## src/rtl/postmortem_pkg.sv

```systemverilog
// Shared definitions for the postmortem capture path: FSM state encodings,
// default geometry and channel index map used by the readout register map.
package postmortem_pkg;

  typedef enum logic [1:0] {
    PM_IDLE   = 2'd0,
    PM_ARMED  = 2'd1,
    PM_POST   = 2'd2,
    PM_FROZEN = 2'd3
  } pm_state_t;

  localparam int PM_CH_NUM     = 10;
  localparam int PM_DATA_WIDTH = 32;
  localparam int PM_RAM_DEPTH  = 4096;

  // Channel slots inside i_ch_data / o_ram_data, ch0 in the LSBs
  localparam int PM_CH_CURR    = 0;
  localparam int PM_CH_VOLT    = 1;
  localparam int PM_CH_DC_LINK = 2;
  localparam int PM_CH_IGBT_T0 = 3;
  localparam int PM_CH_IGBT_T1 = 4;
  localparam int PM_CH_IND_T0  = 5;
  localparam int PM_CH_IND_T1  = 6;
  localparam int PM_CH_RMS_R   = 7;
  localparam int PM_CH_RMS_S   = 8;
  localparam int PM_CH_RMS_T   = 9;

endpackage

```

## src/rtl/pm_wr_ptr.sv

```systemverilog
// Circular write pointer for the postmortem RAMs. Counts modulo 2**ADDR_WIDTH
// and keeps a sticky flag once the pointer has rolled over from DEPTH-1 to 0.
module pm_wr_ptr #(
  parameter int ADDR_WIDTH = 12
) (
  input  logic                  i_clk,
  input  logic                  i_rst,
  input  logic                  i_clr,
  input  logic                  i_inc,
  output logic [ADDR_WIDTH-1:0] o_ptr,
  output logic                  o_wrapped
);

  logic [ADDR_WIDTH-1:0] r_ptr;
  logic                  r_wrapped;

  // Pointer and wrap flag; clear has priority over increment
  always_ff @(posedge i_clk) begin
    if (i_rst || i_clr) begin
      r_ptr     <= '0;
      r_wrapped <= 1'b0;
    end else if (i_inc) begin
      r_ptr <= r_ptr + 1'b1;
      if (&r_ptr) r_wrapped <= 1'b1;
    end
  end

  assign o_ptr     = r_ptr;
  assign o_wrapped = r_wrapped;

endmodule

```

## src/rtl/postmortem_capture_writer.sv

```systemverilog
// Postmortem capture writer: streams channel samples into circular RAMs while
// armed, writes a programmed number of post-trigger samples after a fault and
// then freezes so software can unwind the buffer from o_w_ram_addr.
// Optional feature macro: PM_DECIM_EN (adds i_decim sample decimation).
module postmortem_capture_writer
  import postmortem_pkg::*;
#(
  parameter int CH_NUM     = PM_CH_NUM,
  parameter int DATA_WIDTH = PM_DATA_WIDTH,
  parameter int RAM_DEPTH  = PM_RAM_DEPTH,
  parameter int ADDR_WIDTH = $clog2(RAM_DEPTH)
) (
  input  logic                         i_clk,
  input  logic                         i_rst,
  input  logic                         i_sample_valid,
  input  logic [CH_NUM*DATA_WIDTH-1:0] i_ch_data,
  input  logic                         i_arm,
  input  logic                         i_fault,
  input  logic                         i_clear,
  input  logic [ADDR_WIDTH-1:0]        i_post_cnt,
`ifdef PM_DECIM_EN
  input  logic [15:0]                  i_decim,
`endif
  output logic                         o_ram_we,
  output logic [ADDR_WIDTH-1:0]        o_ram_addr,
  output logic [CH_NUM*DATA_WIDTH-1:0] o_ram_data,
  output logic [31:0]                  o_w_ram_addr,
  output logic [31:0]                  o_trig_addr,
  output logic [1:0]                   o_state,
  output logic                         o_wrapped,
  output logic                         o_frozen
);

  pm_state_t                   r_state;
  logic                        r_we;
  logic [ADDR_WIDTH-1:0]       r_addr;
  logic [CH_NUM*DATA_WIDTH-1:0] r_data;
  logic [ADDR_WIDTH-1:0]       r_last_addr;
  logic [ADDR_WIDTH-1:0]       r_trig_addr;
  logic [ADDR_WIDTH-1:0]       r_post_cnt;

  logic                        w_write;
  logic                        w_trig;
  logic                        w_arm;
  logic                        w_dec_hit;
  logic [ADDR_WIDTH-1:0]       w_ptr;

`ifdef PM_DECIM_EN
  logic [15:0]                 r_dec_cnt;

  // Decimation counter: restarts on arm and after every written sample
  always_ff @(posedge i_clk) begin
    if (i_rst || w_arm) begin
      r_dec_cnt <= '0;
    end else if (i_sample_valid && !i_clear &&
                 (r_state == PM_ARMED || r_state == PM_POST)) begin
      if (w_write) r_dec_cnt <= '0;
      else         r_dec_cnt <= r_dec_cnt + 16'd1;
    end
  end

  assign w_dec_hit = (r_dec_cnt == i_decim);
`else
  assign w_dec_hit = 1'b1;
`endif

  assign w_arm = (r_state == PM_IDLE) && i_arm && !i_clear;

  // Write/trigger decision; clear suppresses anything pending this cycle
  always_comb begin
    w_write = 1'b0;
    w_trig  = 1'b0;
    if (!i_clear) begin
      case (r_state)
        PM_ARMED: begin
          w_trig  = i_fault;
          w_write = i_sample_valid && (i_fault || w_dec_hit);
        end
        PM_POST:  w_write = i_sample_valid && w_dec_hit;
        default:  ;
      endcase
    end
  end

  pm_wr_ptr #(.ADDR_WIDTH(ADDR_WIDTH)) u_wr_ptr (
    .i_clk     (i_clk),
    .i_rst     (i_rst),
    .i_clr     (w_arm),
    .i_inc     (w_write),
    .o_ptr     (w_ptr),
    .o_wrapped (o_wrapped)
  );

  // Capture FSM with registered RAM write port, trigger address and post counter
  always_ff @(posedge i_clk) begin
    if (i_rst) begin
      r_state     <= PM_IDLE;
      r_we        <= 1'b0;
      r_addr      <= '0;
      r_data      <= '0;
      r_last_addr <= '0;
      r_trig_addr <= '0;
      r_post_cnt  <= '0;
    end else begin
      r_we <= w_write;
      if (w_write) begin
        r_addr      <= w_ptr;
        r_data      <= i_ch_data;
        r_last_addr <= w_ptr;
      end
      if (i_clear) begin
        r_state <= PM_IDLE;
      end else begin
        case (r_state)
          PM_IDLE: begin
            if (i_arm) begin
              r_state     <= PM_ARMED;
              r_trig_addr <= '0;
            end
          end
          PM_ARMED: begin
            if (w_trig) begin
              // An ADDR_WIDTH-bit count is at most RAM_DEPTH-1, so the
              // trigger sample itself can never be overwritten.
              r_trig_addr <= w_ptr;
              r_post_cnt  <= i_post_cnt;
              r_state     <= (i_post_cnt == '0) ? PM_FROZEN : PM_POST;
            end
          end
          PM_POST: begin
            if (w_write) begin
              r_post_cnt <= r_post_cnt - 1'b1;
              if (r_post_cnt == ADDR_WIDTH'(1)) r_state <= PM_FROZEN;
            end
          end
          default: ;
        endcase
      end
    end
  end

  assign o_ram_we     = r_we;
  assign o_ram_addr   = r_addr;
  assign o_ram_data   = r_data;
  assign o_w_ram_addr = {{(32-ADDR_WIDTH){1'b0}}, r_last_addr};
  assign o_trig_addr  = {{(32-ADDR_WIDTH){1'b0}}, r_trig_addr};
  assign o_state      = r_state;
  assign o_frozen     = (r_state == PM_FROZEN);

endmodule

```

## config.mk

```make
export PLATFORM = sky130hd
export DESIGN_NAME = postmortem_capture_writer
export DESIGN_NICKNAME = d
export VERILOG_FILES = /design/src/rtl/postmortem_pkg.sv /design/src/rtl/pm_wr_ptr.sv /design/src/rtl/postmortem_capture_writer.sv
export SDC_FILE = /design/constraint.sdc
export NUM_CORES = 1
export LEC_CHECK = 0
export CAP_MARGIN = 20
export CORE_AREA = 2 2 288 290
export DETAILED_ROUTE_END_ITERATION = 7
export DIE_AREA = 0 0 290 292
export DONT_BUFFER_PORTS = 1
export SLEW_MARGIN = 25
export SYNTH_ARGS = -nofsm -noshare
export SYNTH_HDL_FRONTEND = slang
export SYNTH_SLANG_ARGS = --single-unit
```

## constraint.sdc

```tcl
create_clock -name i_clk -period 2.16 [get_ports i_clk]
set_clock_uncertainty 0.15 [all_clocks]
set_input_delay 0.108 -clock i_clk [delete_from_list [all_inputs] [get_ports i_clk]]
set_output_delay 0.108 -clock i_clk [all_outputs]
set_load 0.01 [all_outputs]
```

==> results.sh, run 1 <==
export IMPL_run_status="complete, but fails checks"
export IMPL_failed_checks="hold timing"
export IMPL_start_of_the_worst_register_to_register_path="o_state[0]"
export IMPL_routed_via_density=4.17
export IMPL_max_slew_margin_pct=43.7
export IMPL_top_level_ports=739
export IMPL_detailedPlacementHpwl_um=32100
export IMPL_timing_critical_path_arrival_ns=2.46
export IMPL_reg2reg_to="o_ram_data[110]"
export IMPL_rrSetupSlack_ns=0.02
export IMPL_core_um2=81600
export IMPL_drt_first_pass_iters=5
export IMPL_worstSetupEndpoint="o_ram_data[110]"
export IMPL_yosys_top_cells_count="690 x sky130_fd_sc_hd__nand2_1, 372 x sky130_fd_sc_hd__dfxtp_1, 355 x sky130_fd_sc_hd__a21oi_1"
export IMPL_port_buffer_count=0
export IMPL_die_area_um2=84700
export IMPL_crit_cells=8
export IMPL_fin_total_pwr_mw=15.1
export IMPL_synth_area_um2=13700
export IMPL_syn_instance_count=1748
export IMPL_die_height_um=292
export IMPL_fp_dieW_um=290
export IMPL_grt_setup_unrepaired="yes"
export IMPL_grt_antenna_before_repair=5
export IMPL_clk_root_buffer_cell="sky130_fd_sc_hd__clkbuf_16"
export IMPL_routedWlPerCell_um=15.7
export IMPL_clk_path_buf_depth=3
export IMPL_ys_types=45
export IMPL_critPathCaptureType="flop"
export IMPL_drt_iter0_markers=753
export IMPL_final_nets=2334
export IMPL_highest_net_fanout_along_the_worst_path=24
export IMPL_areaGrowthSynthToFinish_pct=39.1
export IMPL_initial_utilization_pct=16.8
export IMPL_dominantRegCellSynth="sky130_fd_sc_hd__dfxtp_1"
export IMPL_leakage_power_nw=6.34
export IMPL_fin_crit_sh_pct=99.0
export IMPL_worst_setup_path_startpoint="o_state[0]"
export IMPL_timing_hold_worst_class="input pin to flop"
export IMPL_number_of_buffers_added_by_the_clock_tree_synthesis_step=41
export IMPL_synth_largest_area_cell="sky130_fd_sc_hd__dfxtp_1"
export IMPL_powerDensity_nw_per_um2=796
export IMPL_dr_total_vias=12900
export IMPL_clock_insertion_delay_worst_skew_ns=0.58
export IMPL_timing_critical_path_slowest_cell_delay_ns=0.34
export IMPL_cts_sink_count=372
export IMPL_achievable_frequency_ghz=0.468
export IMPL_synthDominantCellAreaShare_pct=54.5
export IMPL_first_global_vias=12500
export IMPL_timing_critical_path_mode_cell="sky130_fd_sc_hd__buf_12"
export IMPL_std_cell_rows=105
export IMPL_seq_area_frac_synth_pct=54.5
export IMPL_drc=0
export IMPL_synth_async_reset_ratio_pct=0
export IMPL_final_max_slew_violation_count=0
export IMPL_power_ir_vdd_worst_mv=0.544
export IMPL_synth_most_common_cell="sky130_fd_sc_hd__nand2_1"
export IMPL_criticalPathCategory="flop to flop"
export IMPL_drive_gt1_share_pct=7.04
export IMPL_synth_seq_cells=372
export IMPL_synth_edff_count=0
export IMPL_setup_viol=0
export IMPL_post_synth_main_area_contributors="sky130_fd_sc_hd__dfxtp_1 54%, sky130_fd_sc_hd__nand2_1 19%, sky130_fd_sc_hd__a21oi_1 13%, sky130_fd_sc_hd__clkbuf_1 3.5%, sky130_fd_sc_hd__buf_4 2.9%"
export IMPL_cap_violations=0
export IMPL_timing_hold_ws_ns=-0.549
export IMPL_ys_warnings_count=0
export IMPL_grt_first_pass_wirelength_um=71400
export IMPL_clk_pin_slew_ns=0.06
export IMPL_grt_max_degree=361
export IMPL_gp_congestion=0.845
export IMPL_cell_family_with_most_cp_delay="buffers and inverters"
export IMPL_ff2ff_path_depth=8
export IMPL_cts_htree_levels=2
export IMPL_clock_tree_from_tritoncts="yes"
export IMPL_syn_area_per_cell_um2=7.82
export IMPL_worst_path_buf_inv=4
export IMPL_report_final_hold_viol_count=356
export IMPL_crit_required_ns=2.48
export IMPL_crit_chain="inv_1 > ha_1 > nand3b_1 > buf_4 > buf_12 > buf_12 > nand2_1 > a21oi_1"
export IMPL_start_kind="flop"
export IMPL_worst_pin_slew_ns=0.844
export IMPL_grt_overflow_total=0
export IMPL_period_needed_ns=2.14
export IMPL_final_fill_count=8742
export IMPL_setup_tns_ns=0
export IMPL_routed_wl_um=48400
export IMPL_antenna_violating_nets_post_route=0
export IMPL_timing_critical_path_slowest_stage_cell="sky130_fd_sc_hd__ha_1"
export IMPL_grt_util_all_layers_pct=10.5
[kinds of logic after synthesis]
logic type | Yosys count | synth area share, %
XOR/XNOR | 10 | 0.641
other | 1 | 0.0274
buffers and inverters | 188 | 6.63
AO/OA/AOI/OAI | 390 | 14.9
adder cells (fa/ha/maj) | 7 | 0.641
flip-flops | 372 | 54.5
AND/OR/NAND/NOR | 779 | 22.6
multiplexers | 1 | 0.0732
[power breakdown]
part / leakage (nW) / internal (mW) / switching, mW
combinational: 2.70 / 0.565 / 0.499
sequential: 3.00 / 7.00 / 0.173
clock: 0.639 / 3.84 / 3.06
[worst register-to-register path, delay by kind of cell (launching register included)]
family                   cells  cell delay [ns]
buffers and inverters        4             0.69
adder cells (fa/ha/maj)      1             0.34
flip-flops                   1             0.33
AND/OR/NAND/NOR              2             0.30
AO/OA/AOI/OAI                1             0.22
[flip-flops by register name (all words and copies together), names as in the netlist]
register,count
o_ram_data,320
o_ram_we,1
o_state,2
r_last_addr,12
r_post_cnt,12
r_trig_addr,12
u_wr_ptr.o_ptr,12
u_wr_ptr.o_wrapped,1
[repair_timing]
action / CTS / global route
setup buffers: 0 / 1
resized for setup: 0 / 11
hold endpoints to repair: 372 / 357
hold buffers: 269 / 3
endpoints found under the setup margin: 0 / 85
[placed cells by master (no fill, tap or decap), drive strengths merged, types with 3 or more instances in the layout]
| cell type | n |
|---|---|
| nand2 | 690 |
| dfxtp | 372 |
| a21oi | 355 |
| dlygate4sd3 | 272 |
| buf | 65 |
| clkbuf | 57 |
| conb | 40 |
| nor2 | 22 |
| nand3 | 14 |
| clkinv | 12 |
| nor3 | 10 |
| inv | 10 |
| xnor2 | 9 |
| nor4 | 9 |
| o21ai | 8 |
| nor2b | 7 |
| ha | 7 |
| a211oi | 5 |
| or3 | 4 |
| nand2b | 4 |
| o21a | 4 |
| nand4 | 4 |
| a31oi | 4 |
| or4 | 4 |
| nand3b | 3 |
| o31ai | 3 |
| o32ai | 3 |
[cell type report]
| class | instances | area (um^2) | share of cell area, % |
|---|---|---|---|
| Tap cell | 1070 | 1340 | 7.04 |
| Sequential cell | 372 | 7450 | 39.2 |
| Clock buffer | 55 | 1130 | 5.93 |
| Inverter | 8 | 30.0 | 0.158 |
| Antenna cell | 1 | 2.50 | 0.0132 |
| Clock inverter | 17 | 181 | 0.954 |
| Multi-Input combinational cell | 1227 | 5500 | 28.9 |
| Timing Repair Buffer | 339 | 3390 | 17.8 |
[metal layers]
layer	GRT usage, %	vias to the layer above	wire (um)	part of all wire, %
met2	18.3	619	23600	49
met4	5.09	6	2260	4.7
li1	-	6080	-	-
met3	3.84	143	4600	9.5
met1	11.2	6027	17900	37
met5	0	-	46	0.095
[stage by stage]
step	hold slack, ns	cells	utilization [%]	setup slack (ns)	cell area, um^2
floorplan	0.0940	1787	-	-0.0495	13800
global placement	0.0534	2741	18.2	0.111	14900
detailed placement	0.0565	2741	18.2	0.111	14900
CTS	-0.590	3082	23.1	0.0730	18900
global route	-0.595	3089	23.3	-0.0665	19000
finish	-0.549	3089	23.3	0.0216	19000
[worst min path at each step]
stage,start,end,slack [ns],depth (start not counted)
global route,i_rst,r_post_cnt[8],-0.59,1
CTS,i_rst,r_post_cnt[7],-0.59,1
global placement,i_rst,o_ram_data[273],0.05,1
detailed placement,i_rst,o_ram_data[273],0.06,1
floorplan,i_ch_data[0],o_ram_data[0],0.09,2
finish,i_rst,o_ram_data[273],-0.55,1
(Power assumes the default switching activity.)
==> inputs of run 2 (changes only) <==
Clock period 2.16 ns to 2.7 ns, I/O delays scaled along.
==> run 2 against run 1 <==
Synthesized area did not move. The flow now stops in clock tree synthesis (4_1_cts). Synthesized cell count stayed put.
==> results.sh, run 2 <==
export IMPL_ys_types=45
export IMPL_synth_area_um2=13700
export IMPL_post_synth_main_area_contributors="sky130_fd_sc_hd__dfxtp_1 54%, sky130_fd_sc_hd__nand2_1 19%, sky130_fd_sc_hd__a21oi_1 13%, sky130_fd_sc_hd__clkbuf_1 3.5%, sky130_fd_sc_hd__buf_4 2.9%"
export IMPL_synth_async_reset_ratio_pct=0
export IMPL_ys_warnings_count=0
export IMPL_synth_seq_cells=372
export IMPL_detailedPlacementHpwl_um=32000
export IMPL_clk_root_buffer_cell="sky130_fd_sc_hd__clkbuf_16"
export IMPL_cts_repair_resize_count=0
export IMPL_cts_sink_count=372
export IMPL_post_cts_hold_buffer_count=558
export IMPL_yosys_top_cells_count="690 x sky130_fd_sc_hd__nand2_1, 372 x sky130_fd_sc_hd__dfxtp_1, 355 x sky130_fd_sc_hd__a21oi_1"
export IMPL_syn_instance_count=1748
export IMPL_synth_most_common_cell="sky130_fd_sc_hd__nand2_1"
export IMPL_std_cell_rows=105
export IMPL_post_cts_setup_buffer_count=0
export IMPL_fp_dieW_um=290
export IMPL_first_error="[ERROR RSZ-0060] Max buffer count reached."
export IMPL_dominantRegCellSynth="sky130_fd_sc_hd__dfxtp_1"
export IMPL_cts_htree_levels=2
export IMPL_failing_step="clock tree synthesis (4_1_cts)"
export IMPL_initial_utilization_pct=16.8
export IMPL_synth_edff_count=0
export IMPL_placed_cells=2713
export IMPL_synth_largest_area_cell="sky130_fd_sc_hd__dfxtp_1"
export IMPL_seq_area_frac_synth_pct=54.5
export IMPL_number_of_buffers_added_by_the_clock_tree_synthesis_step=41
export IMPL_port_buffer_count=0
export IMPL_die_height_um=292
export IMPL_synthDominantCellAreaShare_pct=54.5
export IMPL_run_status="stopped before the end"
export IMPL_top_level_ports=739
export IMPL_clk_path_buf_depth=3
export IMPL_syn_area_per_cell_um2=7.82
export IMPL_gp_congestion=0.881
export IMPL_pre_cts_slack_ns=0.464
[run 2: cell counts after synthesis]
No cell type changed its count.
[run 2: kinds of logic after synthesis]
kind of cell	synth area share [%]
xor+xnor	0.641
simple gates	22.6
compound gates	14.9
mux	0.0732
buf+inv	6.63
fa+ha+maj	0.641
flops	54.5
other cells	0.0274
[run 2: through the flow]
step	instance area, um^2	hold WS [ns]
global placement	14700	0.0770
floorplan	13800	0.121
detailed placement	14700	0.0793
==> inputs of run 3 (changes only) <==
Settings changed: CORE_AREA 2 2 288 290 to 2 2 286 288, DIE_AREA 0 0 290 292 to 0 0 288 290, PLACE_DENSITY_LB_ADDON from default to 0.15.
==> run 3 against run 2 <==
The flow now finishes, with violations (hold timing, slew limit).
==> results.sh, run 3 (synthesized netlist as in run 1, its figures left out) <==
export IMPL_run_status="complete, but fails checks"
export IMPL_failed_checks="hold timing, slew limit"
export IMPL_cap_violations=0
export IMPL_powerDensity_nw_per_um2=635
export IMPL_dr_total_vias=12900
export IMPL_power_ir_vdd_worst_mv=0.388
export IMPL_area_occupied_by_registers_um2=7450
export IMPL_clock_insertion_delay_worst_skew_ns=0.55
export IMPL_max_slew_margin_pct=-23.9
export IMPL_die_height_um=290
export IMPL_first_global_vias=12900
export IMPL_grt_first_pass_wirelength_um=77400
export IMPL_leakage_power_nw=6.83
export IMPL_core_um2=80200
export IMPL_drt_iter0_markers=641
export IMPL_port_buffer_count=0
export IMPL_fin_crit_sh_pct=98.8
export IMPL_drt_first_pass_iters=5
export IMPL_post_cts_setup_buffer_count=0
export IMPL_clk_root_buffer_cell="sky130_fd_sc_hd__clkbuf_16"
export IMPL_areaGrowthSynthToFinish_pct=46.8
export IMPL_grt_antenna_before_repair=2
export IMPL_clk_pin_slew_ns=0.06
export IMPL_rrSetupSlack_ns=0.03
export IMPL_grt_util_all_layers_pct=11.8
export IMPL_timing_critical_path_arrival_ns=2.95
export IMPL_report_final_hold_viol_count=96
export IMPL_achievable_frequency_ghz=0.375
export IMPL_layout_common_cells="690 x sky130_fd_sc_hd__nand2_1, 388 x sky130_fd_sc_hd__dlygate4sd3_1, 371 x sky130_fd_sc_hd__dfxtp_1"
export IMPL_gp_congestion=0.788
export IMPL_clock_tree_from_tritoncts="yes"
export IMPL_layout_cells_most_common="sky130_fd_sc_hd__nand2_1"
export IMPL_worst_pin_slew_ns=1.86
export IMPL_final_max_slew_violation_count=148
export IMPL_number_of_buffers_added_by_the_clock_tree_synthesis_step=45
export IMPL_period_needed_ns=2.67
export IMPL_top_level_ports=739
export IMPL_detailedPlacementHpwl_um=36500
export IMPL_ff2ff_path_depth=8
export IMPL_timing_hold_ws_ns=-0.476
export IMPL_highest_net_fanout_along_the_worst_path=41
export IMPL_multiInputGateArea_um2=5480
export IMPL_std_cell_rows=104
export IMPL_setup_viol=0
export IMPL_fp_dieW_um=288
export IMPL_final_fill_count=8777
export IMPL_initial_utilization_pct=17.1
export IMPL_crit_required_ns=2.99
export IMPL_cts_sink_count=372
export IMPL_timing_hold_worst_path_depth=1
export IMPL_largest_reg_flops=320
export IMPL_drive_gt1_share_pct=5.55
export IMPL_routedWlPerCell_um=16.6
export IMPL_critPathCaptureType="flop"
export IMPL_fin_total_pwr_mw=12.8
export IMPL_final_nets=2425
export IMPL_grt_max_degree=361
export IMPL_drc=0
export IMPL_routed_wl_um=52800
export IMPL_grt_overflow_total=0
export IMPL_routed_via_density=4.06
export IMPL_criticalPathCategory="flop to flop"
export IMPL_start_kind="flop"
export IMPL_clk_path_buf_depth=3
export IMPL_antenna_violating_nets_post_route=0
export IMPL_cts_htree_levels=2
export IMPL_timing_hold_worst_class="input pin to flop"
export IMPL_die_area_um2=83500
-- run 3: metrics by stage --
step | instance area (um^2) | util (%) | worst slack, ns | setup TNS, ns | cells
final | 20100 | 25.0 | 0.0318 | 0 | 3172
after global routing | 20100 | 25.0 | -0.0384 | -0.244 | 3172
after global placement | 14700 | 18.3 | 0.334 | 0 | 2705
after detailed placement | 14700 | 18.3 | 0.288 | 0 | 2705
after floorplan | 13800 | - | 0.465 | 0 | 1787
after CTS | 19500 | 24.4 | 0.0159 | 0 | 3118
-- run 3: where the power goes --
part	switching, mW	internal, mW	leakage, nW
sequential	0.148	5.60	3.00
combinational	0.383	0.474	3.09
clock	2.42	3.72	0.731
total	2.95	9.80	6.83
-- run 3: worst paths after layout --
check | start | endpoint
max reg2reg | o_state[0] | o_ram_data[135]
min | i_rst | r_trig_addr[10]
min reg2reg | r_trig_addr[10] | r_trig_addr[10]
max | o_state[0] | o_ram_data[135]
-- run 3: layout make-up --
cell class / count / share of cell area, %
timing repair buffer: 426 / 21.4
clock buffer: 64 / 6.51
inverter: 8 / 0.150
clock inverter: 13 / 0.854
multi-input combinational: 1227 / 27.3
antenna: 2 / 0.0249
tap: 1060 / 6.61
sequential: 372 / 37.1
-- run 3: critical path, cell delays in order (launching register included) --
cell and delay, ns:
sky130_fd_sc_hd__dfxtp_2 0.41, sky130_fd_sc_hd__inv_1 0.09, sky130_fd_sc_hd__ha_2 0.38, sky130_fd_sc_hd__nand3b_1 0.24, sky130_fd_sc_hd__buf_12 0.25, sky130_fd_sc_hd__buf_4 0.22, sky130_fd_sc_hd__nand2_1 0.07, sky130_fd_sc_hd__a21oi_1 0.06
sky130_fd_sc_hd__dlygate4sd3_1 0.61
-- run 3: metal layers --
layer / routed length (um) / global-route usage (%) / share of wire (%)
met4: 1750 / 4.84 / 3.3
met2: 27700 / 21.9 / 52
met5: 0 / 0 / 0
met3: 4140 / 3.55 / 7.8
met1: 19200 / 12.1 / 36
-- run 3: what timing repair did --
action | in CTS | in global routing
hold endpoints to repair | 371 | 345
hold buffers | 336 | 52
resized for setup | 0 | 3
setup endpoints to repair | 0 | 31
==> inputs of run 4 (changes only) <==
Settings changed: GPL_ROUTABILITY_DRIVEN from default to 0, SETUP_SLACK_MARGIN from default to 0.3.
==> run 4 against run 3 <==
The run still ends with hold timing, slew limit left. Critical endpoint is now o_ram_data[89]. Register-to-register slack better by 0.39 ns. Flip-flop and latch count unchanged. Sequential share of layout area grew 2.0 points. Highest routed layer unchanged. Maximum frequency grew 17%. First-iteration DRC count decreased by 13%. Via count down 3.2%.
==> results.sh, run 4 (synthesized netlist as in run 1, its figures left out) <==
export IMPL_dpl_instance_area_um2=14700
export IMPL_grt_max_degree=361
export IMPL_std_cell_rows=104
export IMPL_detailedPlacementHpwl_um=36500
export IMPL_timing_hold_ws_ns=-0.477
export IMPL_worst_pin_slew_ns=1.79
export IMPL_highest_net_fanout_along_the_worst_path=69
export IMPL_final_fill_count=8865
export IMPL_pre_cts_slack_ns=0.288
export IMPL_layout_cells_most_common="sky130_fd_sc_hd__nand2_1"
export IMPL_power_ir_vdd_worst_mv=0.374
export IMPL_grt_antenna_before_repair=3
export IMPL_areaGrowthSynthToFinish_pct=39.4
export IMPL_core_um2=80200
export IMPL_share_comb_of_total_power_pct=6.4
export IMPL_timing_hold_worst_class="input pin to flop"
export IMPL_setup_viol=0
export IMPL_fin_crit_sh_pct=84.2
export IMPL_finalNonFillerCells=3071
export IMPL_die_height_um=290
export IMPL_worstSetupEndpoint="o_ram_data[89]"
export IMPL_report_final_hold_viol_count=147
export IMPL_drt_first_pass_iters=5
export IMPL_criticalPathCategory="flop to flop"
export IMPL_cts_sink_count=372
export IMPL_failed_checks="hold timing, slew limit"
export IMPL_timing_critical_path_arrival_ns=2.58
export IMPL_final_nets=2323
export IMPL_timing_final_ws_setup_ns=0.427
export IMPL_top_level_ports=739
export IMPL_fin_total_pwr_mw=12.7
export IMPL_crit_required_ns=3.00
export IMPL_leakage_power_nw=6.34
export IMPL_drt_iter0_markers=560
export IMPL_cts_htree_levels=2
export IMPL_internal_power_mw=9.76
export IMPL_power_switching_mw=2.94
export IMPL_cap_violations=0
export IMPL_achievable_frequency_ghz=0.440
export IMPL_grt_first_pass_wirelength_um=75900
export IMPL_port_buffer_count=0
export IMPL_post_route_cell_area_um2=19100
export IMPL_ff2ff_path_depth=7
export IMPL_drc=0
export IMPL_largest_reg_flops=320
export IMPL_number_of_buffers_added_by_the_clock_tree_synthesis_step=45
export IMPL_reg2reg_to="o_ram_data[89]"
export IMPL_net_switching_fraction_of_the_power_pct=23.1
export IMPL_fp_dieW_um=288
export IMPL_worst_setup_path_startpoint="o_state[0]"
export IMPL_grt_util_all_layers_pct=11.5
export IMPL_clock_tree_from_tritoncts="yes"
export IMPL_clk_root_buffer_cell="sky130_fd_sc_hd__clkbuf_16"
export IMPL_antenna_violating_nets_post_route=0
export IMPL_final_max_slew_violation_count=135
export IMPL_clk_path_buf_depth=3
export IMPL_clock_insertion_delay_worst_skew_ns=0.55
export IMPL_routedWlPerCell_um=16.9
export IMPL_start_of_the_worst_register_to_register_path="o_state[0]"
export IMPL_dr_total_vias=12500
export IMPL_start_kind="flop"
export IMPL_period_needed_ns=2.27
export IMPL_rrSetupSlack_ns=0.43
export IMPL_run_status="complete, but fails checks"
export IMPL_portion_of_total_power_attributed_to_the_clock_network_pct=48.3
export IMPL_grt_setup_unrepaired="no"
export IMPL_clk_pin_slew_ns=0.06
export IMPL_first_global_vias=12500
export IMPL_drive_gt1_share_pct=5.98
export IMPL_placed_cells=2705
export IMPL_setup_tns_ns=0
export IMPL_share_seq_of_total_power_pct=45.3
export IMPL_die_area_um2=83500
export IMPL_max_slew_margin_pct=-19.1
export IMPL_routed_wl_um=52000
export IMPL_layout_common_cells="690 x sky130_fd_sc_hd__nand2_1, 371 x sky130_fd_sc_hd__dfxtp_1, 355 x sky130_fd_sc_hd__a21oi_1"
export IMPL_routed_via_density=4.06
export IMPL_grt_overflow_total=0
export IMPL_powerDensity_nw_per_um2=666
export IMPL_fin_util_pct=23.8
export IMPL_critPathCaptureType="flop"
export IMPL_initial_utilization_pct=17.1
## run 4: metal layers
layer / part of all wire [%] / vias up / GRT usage [%] / routed length [um]
li1: - / 6071 / - / -
met3: 7.9 / 90 / 3.52 / 4110
met2: 52 / 485 / 21.4 / 27100
met1: 37 / 5830 / 11.9 / 19100
met5: 0 / - / 0 / 0
met4: 3.2 / 0 / 4.60 / 1660
## run 4: worst min path at each step
stage | slack (ns) | depth (start not counted) | start | to
final | -0.48 | 1 | i_rst | r_trig_addr[10]
after global routing | -0.52 | 1 | i_rst | o_ram_data[271]
after CTS | -0.54 | 1 | i_rst | o_ram_data[271]
after detailed placement | 0.08 | 1 | i_rst | r_trig_addr[2]
after global placement | 0.08 | 1 | i_rst | o_ram_data[218]
after floorplan | 0.12 | 2 | i_ch_data[0] | o_ram_data[0]
## run 4: critical path: stages, from the launching register on
cell                      delay [ns]
sky130_fd_sc_hd__dfxtp_2        0.41
sky130_fd_sc_hd__inv_1          0.09
sky130_fd_sc_hd__ha_1           0.39
sky130_fd_sc_hd__and3b_4        0.33
sky130_fd_sc_hd__buf_16         0.26
sky130_fd_sc_hd__buf_12         0.21
sky130_fd_sc_hd__nand2_1        0.10
sky130_fd_sc_hd__a21oi_1        0.12
## run 4: timing repair
| action | in CTS | in global routing |
|---|---|---|
| setup endpoints to repair | 0 | 198 |
| hold buffers | 271 | 12 |
| endpoints found under the hold margin | 371 | 370 |
| setup buffers | 0 | 2 |
| gates resized for setup | 0 | 5 |
## run 4: power by group through the flow
stage                     Sequential [mW]  Combinational [mW]  Clock [mW]
after floorplan                      5.83               0.451           0
after global placement               5.87               0.451           0
after detailed placement             5.87               0.457           0
after CTS                            5.75               0.798        6.42
after global routing                 5.76               0.896        6.60
final                                5.75               0.816        6.13
## run 4: final cells by class
type | count | area (um^2) | share of cell area (%)
flip-flops and latches | 372 | 7450 | 39.1
multi-input cells | 1227 | 5480 | 28.8
repair buffers | 324 | 3290 | 17.2
well taps | 1060 | 1330 | 6.96
clock buffers | 64 | 1310 | 6.86
clock inverters | 13 | 171 | 0.899
inverters | 8 | 30.0 | 0.158
diodes | 3 | 7.51 | 0.0394
